===== src/rtl/bishift_datarev_pipe_if.sv =====
`default_nettype none
// +--------------------------------------------------------------------------+
// | bishift_datarev_pipe_if                                                   |
// | Streaming handshake and payload bundle for the bidirectional shifter.     |
// | Revision: 1.0                                                             |
// +--------------------------------------------------------------------------+
interface bishift_datarev_pipe_if #(
    parameter int WIDTH = 8
);
    localparam int SHW = $clog2(WIDTH);

    logic             in_valid;
    logic             in_ready;
    logic [WIDTH-1:0] data;
    logic             left;
    logic [1:0]       mode;
    logic [SHW-1:0]   sel;
    logic             out_valid;
    logic             out_ready;
    logic [WIDTH-1:0] out;
    logic             out_zero;

    modport master (
        output in_valid, data, left, mode, sel, out_ready,
        input  in_ready, out_valid, out, out_zero
    );

    modport slave (
        input  in_valid, data, left, mode, sel, out_ready,
        output in_ready, out_valid, out, out_zero
    );
endinterface
`default_nettype wire


===== src/rtl/bishift_datarev_pipe.sv =====
`default_nettype none
// +--------------------------------------------------------------------------+
// | bishift_datarev_pipe                                                      |
// | Pipelined WIDTH-bit shift/rotate built from bit reversal around a single |
// | right-shift network. BISHIFT_PIPE_MID_EN adds a mid-network stage.       |
// | Revision: 1.0                                                             |
// +--------------------------------------------------------------------------+
module bishift_datarev_pipe #(
    parameter int WIDTH = 8
) (
    input  logic                  clk,
    input  logic                  rst_n,
    bishift_datarev_pipe_if.slave bus
);
    localparam int SHW = $clog2(WIDTH);
    localparam int MID = (SHW + 1) / 2;

    function automatic logic [WIDTH-1:0] f_rev(input logic [WIDTH-1:0] x);
        logic [WIDTH-1:0] y;
        for (int i = 0; i < WIDTH; i++) y[i] = x[WIDTH-1-i];
        return y;
    endfunction

    // One right-shift layer; rotate wraps the dropped bits, otherwise fill.
    function automatic logic [WIDTH-1:0] f_layer(input logic [WIDTH-1:0] x,
                                                 input logic en, input logic rot,
                                                 input logic fill, input int amt);
        logic [WIDTH-1:0] keep;
        keep = {WIDTH{1'b1}} >> amt;
        if (!en) return x;
        if (rot) return (x >> amt) | (x << (WIDTH - amt));
        return (x >> amt) | (fill ? ~keep : '0);
    endfunction

    logic             w_adv;
    logic             r_s1_valid;
    logic [WIDTH-1:0] r_s1_data;
    logic             r_s1_left;
    logic [1:0]       r_s1_mode;
    logic [SHW-1:0]   r_s1_sel;
    logic             r_out_valid;
    logic [WIDTH-1:0] r_out;
    logic             r_out_zero;

    assign w_adv        = bus.out_ready | ~r_out_valid;
    assign bus.in_ready = w_adv;

    always_ff @(posedge clk or negedge rst_n) begin
        if (!rst_n) begin
            r_s1_valid <= 1'b0;
            r_s1_data  <= '0;
            r_s1_left  <= 1'b0;
            r_s1_mode  <= 2'b00;
            r_s1_sel   <= '0;
        end else if (w_adv) begin
            r_s1_valid <= bus.in_valid;
            r_s1_data  <= bus.data;
            r_s1_left  <= bus.left;
            r_s1_mode  <= bus.mode;
            r_s1_sel   <= bus.sel;
        end
    end

    logic                      w_rot_a;
    logic                      w_fill_a;
    logic [MID:0][WIDTH-1:0]   w_lay_a;

    // Arithmetic fill only applies to right shifts; left shifts are logical.
    assign w_rot_a    = (r_s1_mode == 2'b10);
    assign w_fill_a   = r_s1_data[WIDTH-1] & (r_s1_mode == 2'b01) & ~r_s1_left;
    assign w_lay_a[0] = r_s1_left ? f_rev(r_s1_data) : r_s1_data;

    for (genvar k = 0; k < MID; k++) begin : g_layer_a
        assign w_lay_a[k+1] = f_layer(w_lay_a[k], r_s1_sel[k], w_rot_a, w_fill_a, 1 << k);
    end

    logic [WIDTH-1:0]   w_word_b;
    logic [SHW-MID-1:0] w_sel_hi;
    logic               w_rot_b;
    logic               w_fill_b;
    logic               w_left_b;
    logic               w_valid_b;

`ifdef BISHIFT_PIPE_MID_EN
    logic               r_s2_valid;
    logic [WIDTH-1:0]   r_s2_word;
    logic [SHW-MID-1:0] r_s2_sel_hi;
    logic               r_s2_rot;
    logic               r_s2_fill;
    logic               r_s2_left;

    always_ff @(posedge clk or negedge rst_n) begin
        if (!rst_n) begin
            r_s2_valid  <= 1'b0;
            r_s2_word   <= '0;
            r_s2_sel_hi <= '0;
            r_s2_rot    <= 1'b0;
            r_s2_fill   <= 1'b0;
            r_s2_left   <= 1'b0;
        end else if (w_adv) begin
            r_s2_valid  <= r_s1_valid;
            r_s2_word   <= w_lay_a[MID];
            r_s2_sel_hi <= r_s1_sel[SHW-1:MID];
            r_s2_rot    <= w_rot_a;
            r_s2_fill   <= w_fill_a;
            r_s2_left   <= r_s1_left;
        end
    end

    assign w_word_b  = r_s2_word;
    assign w_sel_hi  = r_s2_sel_hi;
    assign w_rot_b   = r_s2_rot;
    assign w_fill_b  = r_s2_fill;
    assign w_left_b  = r_s2_left;
    assign w_valid_b = r_s2_valid;
`else
    assign w_word_b  = w_lay_a[MID];
    assign w_sel_hi  = r_s1_sel[SHW-1:MID];
    assign w_rot_b   = w_rot_a;
    assign w_fill_b  = w_fill_a;
    assign w_left_b  = r_s1_left;
    assign w_valid_b = r_s1_valid;
`endif

    logic [SHW-MID:0][WIDTH-1:0] w_lay_b;
    logic [WIDTH-1:0]            w_res;

    assign w_lay_b[0] = w_word_b;

    for (genvar j = 0; j < SHW - MID; j++) begin : g_layer_b
        assign w_lay_b[j+1] = f_layer(w_lay_b[j], w_sel_hi[j], w_rot_b, w_fill_b, 1 << (MID + j));
    end

    assign w_res = w_left_b ? f_rev(w_lay_b[SHW-MID]) : w_lay_b[SHW-MID];

    // Result payload only moves with a real word so the output stays quiet across bubbles.
    always_ff @(posedge clk or negedge rst_n) begin
        if (!rst_n) begin
            r_out_valid <= 1'b0;
            r_out       <= '0;
            r_out_zero  <= 1'b1;
        end else if (w_adv) begin
            r_out_valid <= w_valid_b;
            if (w_valid_b) begin
                r_out      <= w_res;
                r_out_zero <= (w_res == '0);
            end
        end
    end

    assign bus.out_valid = r_out_valid;
    assign bus.out       = r_out;
    assign bus.out_zero  = r_out_zero;
endmodule
`default_nettype wire


===== src/flat_wrapper.sv =====
// flat-port wrapper written by rule: the top's interface ports become plain ports
module bishift_datarev_pipe_flat 
#(
    parameter int WIDTH = 8
)
  (clk, rst_n, bus_in_valid, bus_data, bus_left, bus_mode, bus_sel, bus_out_ready, bus_in_ready, bus_out_valid, bus_out, bus_out_zero);
  bishift_datarev_pipe_if #(.WIDTH(WIDTH)) bus_i ();
  input  logic clk;
  input  logic rst_n;
  input wire logic [$bits(bus_i.in_valid)-1:0] bus_in_valid;
  input wire logic [$bits(bus_i.data)-1:0] bus_data;
  input wire logic [$bits(bus_i.left)-1:0] bus_left;
  input wire logic [$bits(bus_i.mode)-1:0] bus_mode;
  input wire logic [$bits(bus_i.sel)-1:0] bus_sel;
  input wire logic [$bits(bus_i.out_ready)-1:0] bus_out_ready;
  output wire logic [$bits(bus_i.in_ready)-1:0] bus_in_ready;
  output wire logic [$bits(bus_i.out_valid)-1:0] bus_out_valid;
  output wire logic [$bits(bus_i.out)-1:0] bus_out;
  output wire logic [$bits(bus_i.out_zero)-1:0] bus_out_zero;
  assign bus_i.in_valid = bus_in_valid;
  assign bus_i.data = bus_data;
  assign bus_i.left = bus_left;
  assign bus_i.mode = bus_mode;
  assign bus_i.sel = bus_sel;
  assign bus_i.out_ready = bus_out_ready;
  assign bus_in_ready = bus_i.in_ready;
  assign bus_out_valid = bus_i.out_valid;
  assign bus_out = bus_i.out;
  assign bus_out_zero = bus_i.out_zero;
  bishift_datarev_pipe #(.WIDTH(WIDTH)) u_core (.clk(clk), .rst_n(rst_n), .bus(bus_i));
endmodule

===== config.mk =====
export PLATFORM = sky130hd
export DESIGN_NAME = bishift_datarev_pipe_flat
export DESIGN_NICKNAME = d
export VERILOG_FILES = /design/src/rtl/bishift_datarev_pipe_if.sv /design/src/rtl/bishift_datarev_pipe.sv /design/src/flat_wrapper.sv
export SDC_FILE = /design/constraint.sdc
export NUM_CORES = 1
export LEC_CHECK = 0
export CORE_ASPECT_RATIO = 0.5
export CORE_MARGIN = 8
export CORE_UTILIZATION = 35
export DETAILED_ROUTE_END_ITERATION = 8
export PLACE_DENSITY = 0.68
export SYNTH_ARGS = -nofsm -noshare
export SYNTH_HDL_FRONTEND = slang
export SYNTH_SLANG_ARGS = --single-unit

===== constraint.sdc =====
create_clock -name clk -period 4.31 [get_ports clk]
set_input_delay 1.0775 -clock clk [delete_from_list [all_inputs] [get_ports clk]]
set_output_delay 1.0775 -clock clk [all_outputs]
set_load 0.02 [all_outputs]

Word level (Yosys, flattened, before mapping) --
Cells that the tools add are included. W data, S select, Z words.
Cells by class: equal/unequal tests 2, mux-type cells 21, bitwise gates (word level) 11, reduce and logical (&&, ||, !) cells 2
Operators with widths (count):
- $mux W8 | 17
- $or A4 B8 Y8 | 2
- $or A6 B8 Y8 | 2
- $or A7 B8 Y8 | 2
- $logic_not A8 Y1 | 1
- $mux W1 | 4
- $and A1 B1 Y1 | 2
- $eq A2 B1 Y1 const B | 1
- $eq A2 B2 Y1 const B | 1
- $not A1 Y1 | 2
- $reduce_and A2 Y1 | 1
- $or A1 B1 Y1 | 1
Storage, ports and cells: register bits 25, bits of input ports 18

Longest topological paths before layout --
Gate-level depths: netlist of run 1.
depth after elaboration 17, gate-level depth with buffers 8

Worst setup path after synthesis of run 1 --
No wires, ideal clock.
path kind input to output, start point input port bus_out_ready, end point output port bus_in_ready, data arrival time 1.778 ns, data required time 3.233 ns, path slack 1.454 ns, stages 3, path buffers 2, cells stage by stage nand2b_1 -> clkbuf_1 -> clkbuf_1
Between the ends: longest elaborated chain between the ends 1
Ends and longest elaborated chain:
- start: declaration | line flat_wrapper.sv:15 | input wire logic [$bits(bus_i.out_ready)-1:0] bus_out_ready;
- $or A1 B1 Y1 | line bishift_datarev_pipe.sv:45 | assign w_adv = bus.out_ready | ~r_out_valid;
- end: declaration | line flat_wrapper.sv:16 | output wire logic [$bits(bus_i.in_ready)-1:0] bus_in_ready;
Every way passes these cells.

Worst setup path in the final report of run 1 --
Same ends and word-level chain as after synthesis.

==> flow_summary.toml, run 1 <==
[cells_and_area]
drive_gt1_frac = 0.144
fillers = 459
layout_commonest_cell = "clkdlybuf4s50_1"
area_delta_synth_final_pct = 21.7
area.sequential_um2 = 627
multi_input_comb_area_um2 = 1040
n_antenna_cell = 0
layout.nets = 220
fin_area_um2 = 2100
layout.cells.non_filler = 271
final_cell_mix = "clkdlybuf4s50_1, dfrtp_1, nand2_1"

[global_route]
grt_pass1_vias = 1417
track_usage = 0.121
grt_max_degree = 26
antenna_found_initial = 0
overflow = 0
grt_pass1_wl_um = 7490

[timing]
finalSetupViolations = 0
maxClockFrequency_mhz = 302
finalSetupTns_ns = 0
drv_slew = 0
clock_skew_ns = 0.00612
final_hold_viol_count = 0
min_period_ns = 3.32
relSlewSlack = 0.269
worstMarginPinSlew_ns = 1.09
grt_setup_unrepaired = "no"
fin_crit_sh = 0.769
holdWs_ns = 0.481

[yosys]
yosysWarnings = 0
postSynth.asyncResetShare = 1.00
synth_edf_count = 0
ys_seq_area_frac = 0.363
synth_nets = 198
syn_avg_cell_area_um2 = 9.60
synth-seq-cells = 25
ys_types = 46
yosys_most_used_dff = "dfrtp_1"
syn_inst = 180
synthesis.area_um2 = 1730

[cts]
postCtsSetupBuffers = 0
cts_tree = "yes"
cts-resized-gates = 0
cts_made_buffers = 3
htreeDepth = 1
cts.sinks = 25
cts_hold_buf = 0
path_clk_slew_ns = 0.09
cts_root_buf = "clkbuf_8"
clock_path_buffers = 2
insertion_delay_ns = 0.27

[place]
place_area_um2 = 2050
place_congestion = 0.898
placedCellCount = 267
io_buffers = 28
dp_hpwl_um = 3260

[critical_path]
critical_path_arrival_ns = 2.24
startpoint_type = "primary input"
max_stage_delay_ns = 0.61
crit_chain = "clkdlybuf4s50_1 -> nand2b_1 -> clkdlybuf4s50_1"
crit_required_ns = 3.23
cp_max_fo = 2
crit_cells = 3
end_kind = "output port"
critPathKind = "primary input to output port"
path_buf_inv = 2
cp_slowest_cell = "clkdlybuf4s50_1"
critPathTopFamily = "buffers and inverters"
r2r_cells = 5
cpMostUsedCell = "clkdlybuf4s50_1"

[die]
die-area_um2 = 7580
rows = 18
dieWidth_um = 115
initial_core_util = 0.357
io_pins = 29
coreArea_um2 = 4840
die_h_um = 65.7

[detailed_routing]
first_pass_iters = 4
num_vias = 1494
wl_um = 4240
dr.first_iter.drc_count = 173
wire_per_inst_um = 15.7
drc_errors = 0
antenna_left = 0
vias_per_cell = 5.51

[status]
status = "completed"

[power]
pwr-share-seq = 0.403
p_per_area_nw_per_um2 = 417
internal_power_mw = 0.544
p_sw_mw = 0.332
ir_drop_mv = 0.134
power.leakage_nw = 0.816
pwr-share-clk = 0.161
p_comb_frac = 0.436
p_sw_frac = 0.379

[job]
maxCapViolCount = 0

[min_path]
hold_class = "register to register"
hold-path-cell-count = 2
[registers in the layout, indices dropped and copies added (netlist names)]
| signal | flops |
|---|---|
| u_core.r_s1_data | 8 |
| u_core.bus.out_zero | 1 |
| u_core.bus.out_valid | 1 |
| u_core.bus.out | 8 |
| u_core.r_s1_left | 1 |
| u_core.r_s1_valid | 1 |
| u_core.r_s1_sel | 3 |
| u_core.r_s1_mode | 2 |
[per-layer routing]
| metal | wire length, um | up-vias | GRT usage | share of wire |
|---|---|---|---|---|
| li1 | - | 725 | - | - |
| met1 | 2120 | 726 | 0.179 | 0.50 |
| met2 | 1870 | 41 | 0.174 | 0.44 |
| met3 | 232 | 2 | 0.0302 | 0.055 |
| met4 | 27 | 0 | 0.0211 | 0.0064 |
| met5 | 0 | - | 0 | 0 |
[power groups by stage]
stage / clock [mW] / combinational [mW] / sequential [mW]
2_1_floorplan: 0 / 0.236 / 0.361
3_3_place_gp: 0 / 0.376 / 0.357
3_5_place_dp: 0 / 0.383 / 0.357
4_1_cts: 0.149 / 0.384 / 0.353
5_1_grt: 0.156 / 0.421 / 0.366
6_report: 0.141 / 0.382 / 0.353
[cell type report]
class                      instances  share of cell area
inverter                           4             0.00714
clock buffer                       3              0.0196
sequential                        25               0.298
tap                               70              0.0416
timing repair buffer              29               0.137
multi-input combinational        139               0.493
clock inverter                     1             0.00357
[synthesized netlist by cell type (4+ instances only)]
cell type / instances / area, um^2
a211oi_1: 5 / 37.5
inv_1: 4 / 15.0
nor2_1: 10 / 37.5
mux2_2: 14 / 158
nand2_1: 22 / 82.6
nand2b_1: 7 / 43.8
o21ai_0: 9 / 45.0
mux4_2: 4 / 90.1
dfrtp_1: 24 / 601
clkbuf_1: 6 / 22.5
nor2b_1: 5 / 31.3
mux2i_1: 6 / 60.1
o31ai_1: 6 / 45.0
a21oi_1: 8 / 40.0
[final timing paths]
| path | slack (ns) | endpoint | startpoint |
|---|---|---|---|
| setup reg to reg | 1.43 | u_core.bus.out_zero | u_core.r_s1_sel[0] |
| min in group asynchronous | 1.39 | u_core.r_s1_sel[0] | rst_n |
| setup / recovery | 0.99 | bus_in_ready | bus_out_ready |
| hold reg to reg | 0.48 | u_core.bus.out_zero | u_core.bus.out_zero |
| max in group asynchronous | 2.26 | u_core.bus.out[2] | rst_n |
| hold / removal | 0.48 | u_core.bus.out_zero | u_core.bus.out_zero |
[worst reg2reg max path: stages (launching register included)]
cell     delay (ns)
dfrtp_1        0.86
mux4_1         0.65
mux2_2         0.31
or3_1          0.34
or4_1          0.40
o31ai_1        0.24
[kinds of logic (layout without fill, tap and decap cells)]
logic type      Yosys count  count (layout)  share of synthesized area
xor+xnor                  1               1                    0.00507
mux                      26              26                      0.209
compound gates           49              49                      0.202
flops                    25              25                      0.363
simple gates             63              63                      0.185
buf+inv                  16              37                     0.0369
[metrics by stage]
stage | total power [mW] | utilization | worst slack [ns]
floorplan | 0.598 | - | 1.45
global placement | 0.734 | 0.424 | 0.954
detailed placement | 0.740 | 0.424 | 0.895
CTS | 0.887 | 0.434 | 0.983
global route | 0.943 | 0.434 | 0.949
finish | 0.876 | 0.434 | 0.994
No activity file was read; power rests on OpenSTA's default activity.
==> run 2: changes to the inputs <==
PLACE_DENSITY = 0.71   (was 0.68)
clock period = 2.8 ns   (was 4.31 ns; I/O delays follow)
==> flow_summary.toml, run 2 (synthesis gave the netlist of run 1 again) <==
[cts]
cts.sinks = 25
cts-resized-gates = 0
insertion_delay_ns = 0.27
clock_path_buffers = 2
cts_made_buffers = 3
cts_tree = "yes"
htreeDepth = 1
path_clk_slew_ns = 0.09
postCtsSetupBuffers = 0
cts_hold_buf = 0
cts_root_buf = "clkbuf_8"

[place]
dp_hpwl_um = 3350
place_area_um2 = 2110
placedCellCount = 274
place_congestion = 0.858
pre_cts_ws_ns = 0.189
io_buffers = 28

[min_path]
hold_class = "register to register"
min_to = "u_core.bus.out_zero"
hold-path-cell-count = 2
hp-start = "u_core.bus.out_zero"

[critical_path]
critical_path_arrival_ns = 1.90
startpoint_type = "primary input"
reg2reg_slack_ns = 0.33
cp_max_fo = 3
crit_required_ns = 2.10
crit_chain = "clkdlybuf4s50_1 -> nand2b_1 -> clkdlybuf4s50_1"
rr_startpoint = "u_core.r_s1_sel[1]"
max_stage_delay_ns = 0.62
cpMostUsedCell = "clkdlybuf4s50_1"
path_buf_inv = 2
critPathKind = "primary input to output port"
r2r-end = "u_core.bus.out_zero"
r2r_cells = 5
end_kind = "output port"
cp_slowest_cell = "clkdlybuf4s50_1"
crit_cells = 3
critPathTopFamily = "buffers and inverters"

[detailed_routing]
drc_errors = 0
first_pass_iters = 4
wl_um = 4340
wire_per_inst_um = 15.6
antenna_left = 0
vias_per_cell = 5.45
dr.first_iter.drc_count = 151
num_vias = 1514

[job]
maxCapViolCount = 0

[cells_and_area]
area_delta_synth_final_pct = 24.8
layout.cells.non_filler = 278
multi_input_comb_area_um2 = 1040
fin_util = 0.445
layout_commonest_cell = "clkdlybuf4s50_1"
layout.nets = 227
area.sequential_um2 = 627
drive_gt1_frac = 0.173
final_cell_mix = "clkdlybuf4s50_1, dfrtp_1, nand2_1"
fillers = 479
n_antenna_cell = 0
fin_area_um2 = 2160

[global_route]
track_usage = 0.119
overflow = 0
antenna_found_initial = 0
grt_pass1_vias = 1505
grt_max_degree = 26
grt_pass1_wl_um = 7330

[power]
power.leakage_nw = 0.854
ir_drop_mv = 0.237
p_sw_mw = 0.524
p_sw_frac = 0.380
pwr-share-seq = 0.384
internal_power_mw = 0.855
totalPowerFinal_mw = 1.38
p_per_area_nw_per_um2 = 640
pwr-share-clk = 0.167
p_comb_frac = 0.449

[status]
status = "completed"

[timing]
worstMarginPinSlew_ns = 0.583
final_hold_viol_count = 0
holdWs_ns = 0.473
timing.final.ws_setup_ns = 0.197
relSlewSlack = 0.611
fin_crit_sh = 0.930
finalSetupViolations = 0
min_period_ns = 2.60
drv_slew = 0
clock_skew_ns = 0.00221
grt_setup_unrepaired = "no"
maxClockFrequency_mhz = 384
finalSetupTns_ns = 0

[die]
coreArea_um2 = 4840
rows = 18
die-area_um2 = 7580
io_pins = 29
dieWidth_um = 115
initial_core_util = 0.357
die_h_um = 65.7
## run 2: cell count changes in the layout (fill, tap and decap cells not counted)
| cell | delta |
|---|---|
| buf_4 | +7 |
| clkinvlp_4 | -1 |
| inv_6 | +1 |
## run 2: worst reg2reg max path: cells and delay by family (launching register included)
family	cells	cell delay, ns
AND/OR/NAND/NOR	2	0.73
AO/OA/AOI/OAI	1	0.24
multiplexers	2	0.70
flip-flops	1	0.72
## run 2: layout make-up
class                           instances  share of cell area
Timing Repair Buffer                   36               0.158
Sequential cell                        25               0.291
Inverter                                4             0.00696
Tap cell                               70              0.0406
Clock buffer                            3              0.0191
Clock inverter                          1             0.00406
Multi-Input combinational cell        139               0.481
## run 2: worst max-delay path by stage
stage | from | to
2_1_floorplan | u_core.r_s1_sel[0] | u_core.bus.out_zero
6_report | bus_out_ready | bus_in_ready
5_1_grt | bus_out_ready | bus_in_ready
4_1_cts | bus_out_ready | bus_in_ready
3_5_place_dp | bus_out_ready | bus_in_ready
3_3_place_gp | bus_out_ready | bus_in_ready
## run 2: power by group through the flow
stage	clock, mW	sequential [mW]	combinational, mW
final	0.230	0.530	0.620
after global routing	0.255	0.546	0.680
after CTS	0.238	0.528	0.621
after detailed placement	0	0.536	0.618
after global placement	0	0.532	0.610
after floorplan	0	0.556	0.364
## run 2: metal layers
| metal | vias up | part of all wire | global-route usage |
|---|---|---|---|
| met5 | - | 0 | 0 |
| met4 | 0 | 0.014 | 0.0357 |
| met3 | 9 | 0.059 | 0.0219 |
| met2 | 45 | 0.44 | 0.183 |
| met1 | 728 | 0.49 | 0.166 |
| li1 | 732 | - | - |
